File: src/rtl/reservation_station.sv
// reservation_station
// Tomasulo-style reservation station. Dispatched instructions wait here until
// both source operands are known. While they wait, each missing operand
// watches the common data bus for its producer's tag. The lowest-index entry
// with both operands ready is offered to a single functional unit through a
// valid/ready handshake.
//
// Ports:
//   clock, reset_n                 rising-edge clock, async active-low reset
//   dispatch_*                     new instruction: dest tag, payload, and per
//                                  source a ready flag, producer tag and value
//   full                           every entry occupied; dispatch is ignored
//   cdb_valid/cdb_tag/cdb_value    result broadcast snooped by waiting operands
//   flush                          squash all entries at the next edge
//   issue_valid/issue_ready        handshake toward the functional unit
//   issue_dest_tag/issue_payload/
//   issue_rs1_value/issue_rs2_value  selected entry contents
module reservation_station #(
  parameter int RS_SIZE   = 4,
  parameter int TAG_W     = 3,
  parameter int DATA_W    = 32,
  parameter int PAYLOAD_W = 32
) (
  input  logic                 clock,
  input  logic                 reset_n,
  input  logic                 dispatch_valid,
  input  logic [TAG_W-1:0]     dispatch_dest_tag,
  input  logic [PAYLOAD_W-1:0] dispatch_payload,
  input  logic                 dispatch_rs1_ready,
  input  logic                 dispatch_rs2_ready,
  input  logic [TAG_W-1:0]     dispatch_rs1_tag,
  input  logic [TAG_W-1:0]     dispatch_rs2_tag,
  input  logic [DATA_W-1:0]    dispatch_rs1_value,
  input  logic [DATA_W-1:0]    dispatch_rs2_value,
  output logic                 full,
  input  logic                 cdb_valid,
  input  logic [TAG_W-1:0]     cdb_tag,
  input  logic [DATA_W-1:0]    cdb_value,
  input  logic                 flush,
  output logic                 issue_valid,
  input  logic                 issue_ready,
  output logic [TAG_W-1:0]     issue_dest_tag,
  output logic [PAYLOAD_W-1:0] issue_payload,
  output logic [DATA_W-1:0]    issue_rs1_value,
  output logic [DATA_W-1:0]    issue_rs2_value
);

  localparam int IDX_W = (RS_SIZE > 1) ? $clog2(RS_SIZE) : 1;

  logic [RS_SIZE-1:0]   valid_q;
  logic [RS_SIZE-1:0]   rs1_ready_q;
  logic [RS_SIZE-1:0]   rs2_ready_q;
  logic [TAG_W-1:0]     dest_tag_q  [RS_SIZE];
  logic [PAYLOAD_W-1:0] payload_q   [RS_SIZE];
  logic [TAG_W-1:0]     rs1_tag_q   [RS_SIZE];
  logic [TAG_W-1:0]     rs2_tag_q   [RS_SIZE];
  logic [DATA_W-1:0]    rs1_value_q [RS_SIZE];
  logic [DATA_W-1:0]    rs2_value_q [RS_SIZE];

  logic [RS_SIZE-1:0]   eligible;
  logic [IDX_W-1:0]     alloc_idx;
  logic [IDX_W-1:0]     sel_idx;
  logic                 dispatch_fire;
  logic                 issue_fire;
  logic                 rs1_fwd;
  logic                 rs2_fwd;
  logic                 new_rs1_ready;
  logic                 new_rs2_ready;
  logic [DATA_W-1:0]    new_rs1_value;
  logic [DATA_W-1:0]    new_rs2_value;

  assign full          = &valid_q;
  assign eligible      = valid_q & rs1_ready_q & rs2_ready_q;
  assign issue_valid   = |eligible;
  assign issue_fire    = issue_valid && issue_ready;
  assign dispatch_fire = dispatch_valid && !full;

  // Lowest-index free slot and lowest-index ready entry. Scanning from the
  // top down lets the last hit (lowest index) win. Both use registered state
  // only, so a slot freed by this cycle's issue is not reused until next cycle.
  always_comb begin
    alloc_idx = '0;
    sel_idx   = '0;
    for (int i = RS_SIZE - 1; i >= 0; i--) begin
      if (!valid_q[i]) alloc_idx = IDX_W'(i);
      if (eligible[i]) sel_idx = IDX_W'(i);
    end
  end

  // A source that is still waiting at dispatch can catch its producer on the
  // CDB in the very same cycle; otherwise it would miss the broadcast forever.
  always_comb begin
    rs1_fwd       = !dispatch_rs1_ready && cdb_valid && (cdb_tag == dispatch_rs1_tag);
    rs2_fwd       = !dispatch_rs2_ready && cdb_valid && (cdb_tag == dispatch_rs2_tag);
    new_rs1_ready = dispatch_rs1_ready | rs1_fwd;
    new_rs2_ready = dispatch_rs2_ready | rs2_fwd;
    new_rs1_value = rs1_fwd ? cdb_value : dispatch_rs1_value;
    new_rs2_value = rs2_fwd ? cdb_value : dispatch_rs2_value;
  end

  assign issue_dest_tag  = dest_tag_q[sel_idx];
  assign issue_payload   = payload_q[sel_idx];
  assign issue_rs1_value = rs1_value_q[sel_idx];
  assign issue_rs2_value = rs2_value_q[sel_idx];

  // Entry state. Flush simply drops every valid bit; stale contents are
  // harmless because they are overwritten on the next allocation. The
  // allocated slot is always an invalid one, so it never collides with the
  // wakeup or issue updates of the same entry.
  always_ff @(posedge clock or negedge reset_n) begin
    if (!reset_n) begin
      valid_q     <= '0;
      rs1_ready_q <= '0;
      rs2_ready_q <= '0;
      for (int i = 0; i < RS_SIZE; i++) begin
        dest_tag_q[i]  <= '0;
        payload_q[i]   <= '0;
        rs1_tag_q[i]   <= '0;
        rs2_tag_q[i]   <= '0;
        rs1_value_q[i] <= '0;
        rs2_value_q[i] <= '0;
      end
    end else if (flush) begin
      valid_q <= '0;
    end else begin
      for (int i = 0; i < RS_SIZE; i++) begin
        if (valid_q[i] && !rs1_ready_q[i] && cdb_valid && (cdb_tag == rs1_tag_q[i])) begin
          rs1_ready_q[i] <= 1'b1;
          rs1_value_q[i] <= cdb_value;
        end
        if (valid_q[i] && !rs2_ready_q[i] && cdb_valid && (cdb_tag == rs2_tag_q[i])) begin
          rs2_ready_q[i] <= 1'b1;
          rs2_value_q[i] <= cdb_value;
        end
        if (issue_fire && (sel_idx == IDX_W'(i))) begin
          valid_q[i] <= 1'b0;
        end
        if (dispatch_fire && (alloc_idx == IDX_W'(i))) begin
          valid_q[i]     <= 1'b1;
          dest_tag_q[i]  <= dispatch_dest_tag;
          payload_q[i]   <= dispatch_payload;
          rs1_ready_q[i] <= new_rs1_ready;
          rs2_ready_q[i] <= new_rs2_ready;
          rs1_tag_q[i]   <= dispatch_rs1_tag;
          rs2_tag_q[i]   <= dispatch_rs2_tag;
          rs1_value_q[i] <= new_rs1_value;
          rs2_value_q[i] <= new_rs2_value;
        end
      end
    end
  end

endmodule
File: config.mk
export PLATFORM = sky130hd
export DESIGN_NAME = reservation_station
export DESIGN_NICKNAME = d
export VERILOG_FILES = /design/src/rtl/reservation_station.sv
export SDC_FILE = /design/constraint.sdc
export NUM_CORES = 1
export LEC_CHECK = 0
export CORE_MARGIN = 2
export CORE_UTILIZATION = 50
export DETAILED_ROUTE_END_ITERATION = 16
export GPL_ROUTABILITY_DRIVEN = 0
export PLACE_DENSITY_LB_ADDON = 0.05
export SLEW_MARGIN = 25
export SYNTH_ARGS = -nofsm -noshare
export SYNTH_HDL_FRONTEND = slang
export SYNTH_SLANG_ARGS = --single-unit
export TNS_END_PERCENT = 1
File: constraint.sdc
create_clock -name clock -period 5.3 [get_ports clock]
set_input_delay 1.06 -clock clock [delete_from_list [all_inputs] [get_ports clock]]
set_output_delay 1.06 -clock clock [all_outputs]
set_load 0.005 [all_outputs]
==> results of run 1 <==
==> critical path: cells and delay by family (launching register included) <==
family	cells	cell delay, ns
flip-flops	1	0.57
AO/OA/AOI/OAI	2	0.69
AND/OR/NAND/NOR	1	0.49
buffers and inverters	2	1.20
==> cells in the mapped netlist (15+ instances only) <==
library cell	n	share of area, %
nand4_1	38	1.0
buf_6	15	0.74
nand2_1	224	3.7
mux2_2	308	15
o21ai_1	60	1.3
o21ai_0	199	4.4
buf_2	53	1.2
a2bb2oi_1	37	1.4
dfrtp_1	432	47
clkbuf_1	119	2.0
and3b_1	36	1.4
mux2_4	30	2.0
xnor2_1	24	0.92
o211ai_1	32	1.1
mux2i_1	96	4.2
nand3_1	36	0.79
a22oi_1	198	6.5
a32oi_1	32	1.2
==> state kept, by name, indices dropped and copies added (netlist names) <==
name / flops
rs2_ready_q: 4
rs2_tag_q: 12
dest_tag_q: 12
rs1_tag_q: 12
payload_q: 128
rs2_value_q: 128
rs1_ready_q: 4
rs1_value_q: 128
valid_q: 4
==> metal layers <==
layer	global-route usage (%)	wire, microns
met5	0	42
met3	7.00	5160
met2	47.7	33100
met4	9.66	2270
met1	41.6	31200
==> placed cells by master (no fill, tap or decap), types with 30 or more instances in the layout <==
master	n
clkdlybuf4s50_1	246
mux2_2	308
o21ai_1	60
a32oi_1	32
mux2i_1	96
nand4_1	38
nand2_1	223
nand3_1	35
dfrtp_1	432
o211ai_1	32
a22oi_1	198
buf_4	50
a2bb2oi_1	37
mux2_4	30
and3b_1	36
o21ai_0	199
clkbuf_16	51
==> cells by family after synthesis <==
logic type             Yosys count
AND/OR/NAND/NOR                373
XOR/XNOR                        30
flip-flops                     432
buffers and inverters          194
multiplexers                   443
AO/OA/AOI/OAI                  579
==> where the power goes <==
group	switching (mW)	internal, mW	leakage, nW	total [mW]
logic	0.946	1.09	5.64	2.04
registers	0.353	3.93	5.50	4.29
clock network	1.40	2.01	0.805	3.41
==> layout make-up <==
type	count	area (sq um)	share of cell area (%)
clock buffer	82	1570	5.73
clock inverter	9	51.3	0.187
inverter	2	7.51	0.0273
multi-input combinational	1425	11300	41.1
sequential	432	10800	39.4
tap	600	751	2.73
timing repair buffer	305	3000	10.9
==> stage by stage <==
stage                     power, mW  cells  util (%)
after detailed placement       6.38   2764      57.2
after floorplan                5.36   2051         -
after global routing           10.2   2855      60.8
final                          9.74   2855      60.8
after CTS                      9.79   2855      60.8
after global placement         6.29   2764      57.2
==> worst paths after layout <==
kind,from,to,slack (ns),cells past startpoint
max in group asynchronous,reset_n,rs1_value_q[33],3.56,2
worst max-delay path,valid_q[2],issue_rs1_value[0],0.65,5
worst min-delay path,reset_n,rs2_value_q[70],0.47,1
min in group clock,dest_tag_q[0],dest_tag_q[0],0.47,2
worst max register to register,valid_q[0],rs2_value_q[45],2.61,5
worst min register to register,dest_tag_q[0],dest_tag_q[0],0.47,2
==> impl_results.md, run 1 <==
- Status: complete, no violations
- VDD IR max: 0.000260 V
- Period utilization: 87.7%
- Largest net degree at the start of global routing: 118
- Starting density of the core: 50.5%
- Pleak: 11.9 nW
- Mux contribution to synthesized area: 21.8%
- CP max stage delay: 0.64 ns
- CP required: 4.24 ns
- Buffers on Ports: 248
- Detailed Route Iter0 Violations: 1,516
- Skew-Pair Late Insertion Delay: 0.60 ns
- Share of layout cells above drive strength 1: 22.5%
- Final worst slack: 0.652 ns
- Cell variety after synth: 47
- Total number of vias: 18,000
- Hold Path Class: in2async
- Seq/Total Area, Yosys: 47.4%
- CTS tree: done
- Adder-cell share of the synthesized area: 0%
- Final Cell Area: 0.0275 sq mm
- Pre-antenna DRT Iters: 5
- CP max-delay cell: clkdlybuf4s50_1
- Clock Skew: 0.0148 ns
- Overall Global Routing Usage: 30.3%
- DRC: 0
- Power Density: 354 mW/mm^2
- Clock sinks: 432
- Die Area: 0.0473 sq mm
- Setup crit start kind: flop
- Syn avg cell area: 11.1 sq um
- Rows: 78
- Rel. slew slack: 30.8%
- Post-synth EDFFs: 0
- DP Area: 0.0258 sq mm
- Diode count: 0
- Final hold vios: 0
- Antenna violations before repair: 3
- Post-layout min period: 4.65 ns
- Slew Viols, Final: 0
- Core area: 0.0452 sq mm
- I/O Pins: 249
- Chip Height: 218 microns
- DRT Wirelength: 71,800 microns
- Max-capacitance violation count: 0
- Hold WS: 0.467 ns
- Crit path cell chain: and3_4, buf_4, a22oi_1, o21ai_0, clkdlybuf4s50_1
- Area added between synthesis and finish: 20.5%
- Detailed placer's ending HPWL: 44,100 microns
- Clock-pin slew of the registers on the worst-case setup and hold paths: 0.06 ns
- XOR/XNOR Fraction of Synth Area: 1.60%
- Simple-gate share of the synthesized area: 8.13%
- Hold Buf Count CTS: 0
- Post-CTS Resized: 0
- CP max FO: 40
- H-tree depth: 2
- DR vias/cell: 6.29
- Crit Path Class: reg2out
- Clk root buf: clkbuf_16
- Final net count: 2,363
- Global-route wire length before repair: 111,000 microns
- Largest family of logic cells by synthesized area: multiplexers
- Synthesized flop and latch total: 432
- Unrepaired setup endpoints after global routing: false
- Worst-margin pin slew: 1.04 ns
- Final TNS setup: 0 ns
- WL/cell: 25.1 microns
- Synth Area in Compound Gates: 17.0%
- Dpl ws: 1.23 ns
- Routed Antenna Nets: 0
- Synthesized area: 0.0228 sq mm
- Remaining Overflow, GRT: 0
- Final setup viols: 0
- Syn_nets: 2,199
- Yosys Warn Count: 0
- Fillcell total: 3,712
- CP arrival: 3.59 ns
- Vias in the first global route: 18,300
- Mapped Cells: 2,051
- Postcts setup bufs: 0
- Max clock buf depth: 3
- Crit. End Element: output port
- CTS buffer count: 49
- Die W: 218 microns
- Asr flop ratio synth: 100%
- FMAX: 0.215 GHz
- Post-synth top flop: dfrtp_1
Power figures use the tool's default switching activity.
==> run 2, diff against run 1 <==
--- a/config.mk
+++ b/config.mk
@@ -9,6 +9,7 @@
 export CORE_UTILIZATION = 50
 export DETAILED_ROUTE_END_ITERATION = 16
 export GPL_ROUTABILITY_DRIVEN = 0
+export HOLD_SLACK_MARGIN = 0.06
 export PLACE_DENSITY_LB_ADDON = 0.05
 export SLEW_MARGIN = 25
 export SYNTH_ARGS = -nofsm -noshare
==> results of run 2 <==
Final layout, timing and power as in run 1 (identical DEF).
